==> src/rtl/joy_pkg.sv <==
// rtl/joy_pkg.sv - scan states, button/pin indices and per-port sample step
// for the Sega pad scanner
package joy_pkg;

  typedef enum logic [2:0] {
    SEL_LO0 = 3'd0,
    SEL_HI0 = 3'd1,
    RD_BASE = 3'd2,
    RD_MD   = 3'd3,
    SEL_LO1 = 3'd4,
    DET6    = 3'd5,
    RD_EXT  = 3'd6,
    IDLE    = 3'd7
  } scan_state_e;

  localparam int unsigned BTN_U = 0;
  localparam int unsigned BTN_D = 1;
  localparam int unsigned BTN_L = 2;
  localparam int unsigned BTN_R = 3;
  localparam int unsigned BTN_B = 4;
  localparam int unsigned BTN_C = 5;
  localparam int unsigned BTN_A = 6;
  localparam int unsigned BTN_S = 7;
  localparam int unsigned BTN_Z = 8;
  localparam int unsigned BTN_Y = 9;
  localparam int unsigned BTN_X = 10;
  localparam int unsigned BTN_M = 11;

  localparam int unsigned PIN_UP    = 0;
  localparam int unsigned PIN_DOWN  = 1;
  localparam int unsigned PIN_LEFT  = 2;
  localparam int unsigned PIN_RIGHT = 3;
  localparam int unsigned PIN_P6    = 4;
  localparam int unsigned PIN_P9    = 5;

  localparam logic [11:0] JOY_RELEASED = 12'hFFF;

  typedef struct packed {
    logic [11:0] shadow;
    logic        det6;
  } port_scan_t;

  localparam port_scan_t PORT_RESET = {JOY_RELEASED, 1'b0};

  // What one port's shadow/det6 become on a tick in state st, given its synced pins.
  function automatic port_scan_t port_step(input scan_state_e st,
                                           input port_scan_t  cur,
                                           input logic [5:0]  pin);
    port_scan_t nxt;
    logic [3:0] dirs;
    nxt  = cur;
    dirs = pin[PIN_RIGHT:PIN_UP];
    case (st)
      RD_BASE: begin
        nxt.shadow[BTN_R:BTN_U] = dirs;
        nxt.shadow[BTN_C:BTN_B] = pin[PIN_P9:PIN_P6];
        nxt.det6                = 1'b0;
      end
      RD_MD: begin
        // L and R both low with select low only happens on a Mega Drive pad
        if (!pin[PIN_RIGHT] && !pin[PIN_LEFT]) begin
          nxt.shadow[BTN_S:BTN_A] = pin[PIN_P9:PIN_P6];
        end else begin
          nxt.shadow[BTN_S:BTN_A] = 2'b11;
          nxt.shadow[BTN_C:BTN_B] = pin[PIN_P9:PIN_P6];
        end
      end
      DET6: begin
        nxt.det6 = (dirs == 4'h0);
      end
      RD_EXT: begin
        nxt.shadow[BTN_M:BTN_Z] = cur.det6 ? dirs : 4'hF;
      end
      default: ;
    endcase
    return nxt;
  endfunction

endpackage

==> src/rtl/joy_sega_scan_sync2.sv <==
// rtl/joy_sega_scan_sync2.sv - two-flop synchronizer for raw pad pins,
// resets to all-released
module sync2 #(
  parameter int unsigned W = 6
) (
  input  logic         clk_i,
  input  logic         res_n_i,
  input  logic [W-1:0] d_i,
  output logic [W-1:0] q_o
);

  logic [W-1:0] meta_q, meta_d;
  logic [W-1:0] sync_q, sync_d;

  always_comb begin
    meta_d = d_i;
    sync_d = meta_q;
  end

  always_ff @(posedge clk_i or negedge res_n_i) begin
    if (!res_n_i) begin
      meta_q <= '1;
      sync_q <= '1;
    end else begin
      meta_q <= meta_d;
      sync_q <= sync_d;
    end
  end

  assign q_o = sync_q;

endmodule

==> src/rtl/joy_sega_scan.sv <==
// rtl/joy_sega_scan.sv - tick-paced select sequencer that reads two Sega
// 3/6-button or Master System pads and commits both ports atomically
module joy_sega_scan
  import joy_pkg::*;
#(
  parameter int unsigned IDLE_TICKS = 248
) (
  input  logic        clk_i,
  input  logic        res_n_i,
  input  logic        tick_i,
  input  logic [5:0]  joy1_i,
  input  logic [5:0]  joy2_i,
  output logic        sel_o,
  output logic [11:0] joy1_o,
  output logic [11:0] joy2_o,
  output logic        six1_o,
  output logic        six2_o,
  output logic        frame_o
);

  localparam logic [9:0] IDLE_LAST = 10'(IDLE_TICKS - 1);

  logic [5:0] j1, j2;

  sync2 #(.W(6)) u_sync1 (
    .clk_i   (clk_i),
    .res_n_i (res_n_i),
    .d_i     (joy1_i),
    .q_o     (j1)
  );

  sync2 #(.W(6)) u_sync2 (
    .clk_i   (clk_i),
    .res_n_i (res_n_i),
    .d_i     (joy2_i),
    .q_o     (j2)
  );

  scan_state_e state_q, state_d;
  logic [9:0]  idle_cnt_q, idle_cnt_d;
  logic        sel_q, sel_d;
  port_scan_t  p1_q, p1_d, p2_q, p2_d;
  port_scan_t  p1_step, p2_step;
  logic [11:0] joy1_q, joy1_d, joy2_q, joy2_d;
  logic        six1_q, six1_d, six2_q, six2_d;
  logic        frame_q, frame_d;

  always_comb begin
    p1_step    = port_step(state_q, p1_q, j1);
    p2_step    = port_step(state_q, p2_q, j2);
    state_d    = state_q;
    idle_cnt_d = idle_cnt_q;
    sel_d      = sel_q;
    p1_d       = p1_q;
    p2_d       = p2_q;
    joy1_d     = joy1_q;
    joy2_d     = joy2_q;
    six1_d     = six1_q;
    six2_d     = six2_q;
    frame_d    = 1'b0;

    if (tick_i) begin
      p1_d = p1_step;
      p2_d = p2_step;
      case (state_q)
        SEL_LO0: begin
          sel_d   = 1'b0;
          state_d = SEL_HI0;
        end
        SEL_HI0: begin
          sel_d   = 1'b1;
          state_d = RD_BASE;
        end
        RD_BASE: begin
          sel_d   = 1'b0;
          state_d = RD_MD;
        end
        RD_MD: begin
          sel_d   = 1'b1;
          state_d = SEL_LO1;
        end
        SEL_LO1: begin
          sel_d   = 1'b0;
          state_d = DET6;
        end
        DET6: begin
          sel_d   = 1'b1;
          state_d = RD_EXT;
        end
        RD_EXT: begin
          // Commit takes the step results so the extended nibble lands with the rest.
          sel_d   = 1'b0;
          state_d = IDLE;
          joy1_d  = p1_step.shadow;
          joy2_d  = p2_step.shadow;
          six1_d  = p1_step.det6;
          six2_d  = p2_step.det6;
          frame_d = 1'b1;
        end
        IDLE: begin
          sel_d = 1'b1;
          if (idle_cnt_q == IDLE_LAST) begin
            idle_cnt_d = '0;
            state_d    = SEL_LO0;
          end else begin
            idle_cnt_d = idle_cnt_q + 10'd1;
          end
        end
        default: begin
          state_d = IDLE;
        end
      endcase
    end
  end

  always_ff @(posedge clk_i or negedge res_n_i) begin
    if (!res_n_i) begin
      state_q    <= IDLE;
      idle_cnt_q <= '0;
      sel_q      <= 1'b1;
      p1_q       <= PORT_RESET;
      p2_q       <= PORT_RESET;
      joy1_q     <= JOY_RELEASED;
      joy2_q     <= JOY_RELEASED;
      six1_q     <= 1'b0;
      six2_q     <= 1'b0;
      frame_q    <= 1'b0;
    end else begin
      state_q    <= state_d;
      idle_cnt_q <= idle_cnt_d;
      sel_q      <= sel_d;
      p1_q       <= p1_d;
      p2_q       <= p2_d;
      joy1_q     <= joy1_d;
      joy2_q     <= joy2_d;
      six1_q     <= six1_d;
      six2_q     <= six2_d;
      frame_q    <= frame_d;
    end
  end

  assign sel_o   = sel_q;
  assign joy1_o  = joy1_q;
  assign joy2_o  = joy2_q;
  assign six1_o  = six1_q;
  assign six2_o  = six2_q;
  assign frame_o = frame_q;

endmodule

==> config.mk <==
export PLATFORM = sky130hd
export DESIGN_NAME = joy_sega_scan
export DESIGN_NICKNAME = d
export VERILOG_FILES = /design/src/rtl/joy_pkg.sv /design/src/rtl/joy_sega_scan_sync2.sv /design/src/rtl/joy_sega_scan.sv
export SDC_FILE = /design/constraint.sdc
export NUM_CORES = 1
export LEC_CHECK = 0
export BUFFER_PORTS_ARGS = -buffer_cell sky130_fd_sc_hd__buf_2
export CORE_MARGIN = 2
export CORE_UTILIZATION = 30
export DETAILED_ROUTE_END_ITERATION = 8
export PLACE_DENSITY = 0.49
export SLEW_MARGIN = 20
export SYNTH_ARGS = -nofsm -noshare
export SYNTH_HDL_FRONTEND = slang
export SYNTH_SLANG_ARGS = --single-unit
==> constraint.sdc <==
create_clock -name clk_i -period 1.5 [get_ports clk_i]
set_input_delay 0.225 -clock clk_i [delete_from_list [all_inputs] [get_ports clk_i]]
set_output_delay 0.225 -clock clk_i [all_outputs]
set_load 0.005 [all_outputs]
==> out/summary.md <==
Type of element launching the critical path: a flip-flop. TritonCTS built the clock tree. Count of cells along the worst hold path: 4. At the worst endpoint, the arrival time is 1.79 ns. The tools report the final core utilization as 39.9%. The wire-length estimate of the detail-placed layout is 3870 um. Measured against its own limit, the worst slew margin works out to 71.2%. The worst path in the final design needs a cycle of 1.51 ns, including I/O delays and setup. The tools report the iteration-0 DRC count of the detailed router as 56. After routing the design area is 0.00410 mm2. The count of nets left with antenna violations once routing finished came out at 0.

The checks that failed: setup timing. The type of the setup path with the least slack is reg2reg. The logs give 0.0103 mm2 for the core area and 236 for the synthesized netlist net count.

The logs give -0.00940 ns for the minimum setup slack in the final design and 30.8% for the effective utilization at floorplan. The critical path goes through and2b_2, and3b_2, mux2_2. The logs give 3 for the depth of the CTS H-tree and 0.00364 mm2 for the post-placement cell area.

For this run, the slowest stage of the critical path takes 0.59 ns. Critical path required time: 1.78 ns. The logs give 0.696 mV for the worst-case vdd ir drop and 36 for the distinct cell type count of the synthesized netlist.

The part of the cycle the worst path needs is 101%. The maximum achievable frequency is 0.663 GHz. For the pin with the worst max-slew slack, the measured transition is 0.432 ns. The clock drives 83 sinks. Max-cap violations in this run came to 0. The logs give 6010 um for the final routed wirelength across all metal layers and 2 for the buffer depth of the longest clock path. After technology mapping, the gate count stands at 220. The die outline width was 107 um.

The antenna diode instance count came out at 0. Class of the most critical hold timing path: in2reg. The fraction of the mapped netlist area in compound gates works out to 4.91%.

By area, the combinational part of the netlist is dominated by simple AND/OR/NAND/NOR gates. The routed layout has 1943 vias. For the final database, setup skew stands at 0.0116 ns. The vertical die dimension came out at 107 um. The tools report the total die area as 0.0114 mm2.

The flow ran to the end, but the final reports show violations. The tools report the routability congestion estimate as 0.750. Setup violations remaining at the end of the flow were counted as 2.

Sequential elements use 68.4% of the synthesized area. The final hold violation count is 0, and the growth of design area from synthesis to finish is 29.6%. The maximum fanout encountered on the critical timing path is 8. Power spread over the standard cell area amounts to 1600 mW/mm2. The number of placed I/O pins was 43.

The tools report the number of antenna violations at the first check in global routing as 0. Measured against the total synthesized area, the mux share comes to 10.3%. Post-synthesis instance area: 0.00316 mm2. The standard cell with the maximum stage delay on the critical path was sky130_fd_sc_hd__dfstp_2.

The Yosys step of the flow raised 0 warnings. After global routing the overflow that remains totals 0. The total clock buffers created by CTS was 9. Fill cells in the final layout number 1018. The first global-routing pass estimated 10200 um of wire. Buffers placed on the I/O ports in this run total 42. Measured in cells, the most critical reg-to-reg path has a length of 3.

Ratio of cells with drive above 1 in the final layout: 62.3%. In this run the static leakage power is 1.78 nW. The detailed-router iteration count before antenna repair is 4, and the synthesized-area fraction occupied by and/or/nand/nor cells is 11.5%. The number of global-route vias before repair came out at 2099. Setup repair after global routing could not meet its margin everywhere. The adder-cell share of the synthesized area was 0.396%. The detailed-route DRC error count was 0; the net total in the final layout was 319.

Entering global routing, the biggest net connects 84 pins. The tools report the global-route total usage across every layer as 11.6%. The post-synthesis area per instance is 14.4 um2.

Clock tree synthesis selected as its root buffer the cell sky130_fd_sc_hd__clkbuf_8. The number of max-slew violations in the final report was 0. The number of register bits inferred by synthesis is 83.

Clock latency on the worst-skew pair, taken at its later pin, is 0.36 ns. After clock tree synthesis, the clock-pin slew on the worst setup and hold paths is 0.08 ns. The xor/xnor cell area share of the yosys netlist was 2.22%; the post-detailed-route wirelength per cell was 13.5 um.

After detailed routing, the number of vias per cell comes to 4.38. Row generation in the floorplan step produced 37 rows. Kind of capture point of the worst setup path: a flip-flop.
[stage by stage]
stage / worst slack, ns / instances / TNS, ns / hold WS, ns / total power [mW]
after global placement: -0.0240 / 406 / -0.0895 / 0.288 / 4.69
after global routing: -0.0695 / 444 / -0.856 / 0.327 / 6.94
after detailed placement: -0.0345 / 406 / -0.483 / 0.289 / 4.74
after CTS: 0.00669 / 440 / 0 / 0.298 / 6.63
final: -0.00940 / 444 / -0.0115 / 0.317 / 6.54
after floorplan: 0.000401 / 220 / 0 / -0.0706 / 4.10
[cell usage after synthesis, drive strengths merged]
| master | instances | area [um2] |
|---|---|---|
| a21o | 1 | 7.51 |
| a21oi | 6 | 30.0 |
| and2 | 2 | 12.5 |
| and2b | 1 | 7.51 |
| and3b | 2 | 17.5 |
| and4 | 2 | 17.5 |
| and4b | 1 | 10.0 |
| buf | 8 | 56.3 |
| clkbuf | 1 | 3.75 |
| dfrtp | 15 | 375 |
| dfstp | 68 | 1790 |
| ha | 1 | 12.5 |
| inv | 3 | 11.3 |
| mux2 | 29 | 327 |
| nand2 | 20 | 75.1 |
| nand2b | 1 | 6.26 |
| nand3 | 4 | 25.0 |
| nand3b | 1 | 7.51 |
| nand4 | 6 | 58.8 |
| nor2 | 12 | 45.0 |
| nor3 | 6 | 30.0 |
| nor4 | 3 | 33.8 |
| o21ai | 7 | 35.0 |
| o22a | 8 | 70.1 |
| o22ai | 2 | 12.5 |
| or2 | 1 | 6.26 |
| or4 | 1 | 11.3 |
| xnor2 | 3 | 26.3 |
| xor2 | 5 | 43.8 |
[final timing paths]
path                             endpoint               from  slack (ns)
max                               p2_q[4]         state_q[2]      -0.009
min                            state_q[0]             tick_i        0.32
max reg2reg                       p2_q[4]         state_q[2]      -0.009
min reg2reg                u_sync2.q_o[4]  u_sync2.meta_q[4]        0.36
max in group asynchronous       joy1_o[7]            res_n_i        0.69
min in group asynchronous   idle_cnt_q[0]            res_n_i        0.44
[what timing repair did]
action / in CTS / in global routing
endpoints found under the setup margin: 25 / 36
pin swaps: 1 / 5
gates cloned: 0 / 0
hold buffers: 13 / 0
hold endpoints to repair: 27 / 0
resized for setup: 6 / 5
buffers inserted: 5 / 4
[worst max-delay path: cells and delay by family, from the launching register on]
family	cells	cell delay [ns]
AND/OR/NAND/NOR	2	0.54
flip-flops	1	0.59
multiplexers	1	0.30
[sequential cells by signal, indices dropped and copies added, names as in the netlist]
name,count
joy1_o,12
u_sync1.q_o,6
u_sync2.q_o,6
state_q,3
idle_cnt_q,10
u_sync2.meta_q,6
six1_o,1
p1_q,9
joy2_o,12
sel_o,1
p2_q,9
u_sync1.meta_q,6
six2_o,1
frame_o,1
[cells by family after synthesis]
| kind of cell | Yosys count |
|---|---|
| buffers and inverters | 12 |
| flip-flops | 83 |
| XOR/XNOR | 8 |
| AND/OR/NAND/NOR | 63 |
| AO/OA/AOI/OAI | 24 |
| adder cells (fa/ha/maj) | 1 |
| multiplexers | 29 |
[routing by layer]
layer  wire length (um)  track usage, %  up-vias
met4                 98            4.45        0
met2               2870            18.6       33
met1               2790            14.4      966
met3                251            4.07        9
met5                  0               0        -
li1                   -               -      935
[where the power goes]
group	switching, mW	leakage, nW	total (mW)	internal (mW)
registers	0.363	0.907	3.53	3.17
logic	0.471	0.763	1.18	0.711
clock network	0.785	0.112	1.82	1.04
total	1.62	1.78	6.54	4.92
[cells in the final DEF, fill, tap and decap left out, types with 3 or more instances in the layout]
master	instances
sky130_fd_sc_hd__dfstp_2	68
sky130_fd_sc_hd__buf_2	41
sky130_fd_sc_hd__mux2_2	29
sky130_fd_sc_hd__buf_4	24
sky130_fd_sc_hd__nand2_1	19
sky130_fd_sc_hd__dfrtp_1	15
sky130_fd_sc_hd__dlygate4sd3_1	13
sky130_fd_sc_hd__nor2_1	11
sky130_fd_sc_hd__clkbuf_8	9
sky130_fd_sc_hd__o22a_1	8
sky130_fd_sc_hd__a21oi_1	6
sky130_fd_sc_hd__o21ai_0	6
sky130_fd_sc_hd__nor3_1	6
sky130_fd_sc_hd__xor2_1	5
sky130_fd_sc_hd__nand4_1	4
sky130_fd_sc_hd__inv_1	3
sky130_fd_sc_hd__xnor2_1	3
[cell type report]
type | instances | area (um2) | share of cell area [%]
Sequential cell | 83 | 2160 | 52.8
Clock buffer | 12 | 156 | 3.82
Timing Repair Buffer | 81 | 567 | 13.8
Tap cell | 136 | 170 | 4.15
Inverter | 3 | 11.3 | 0.275
Multi-Input combinational cell | 125 | 958 | 23.4
Clock inverter | 4 | 72.6 | 1.77
Note: power is estimated with default switching activity, not from simulation.
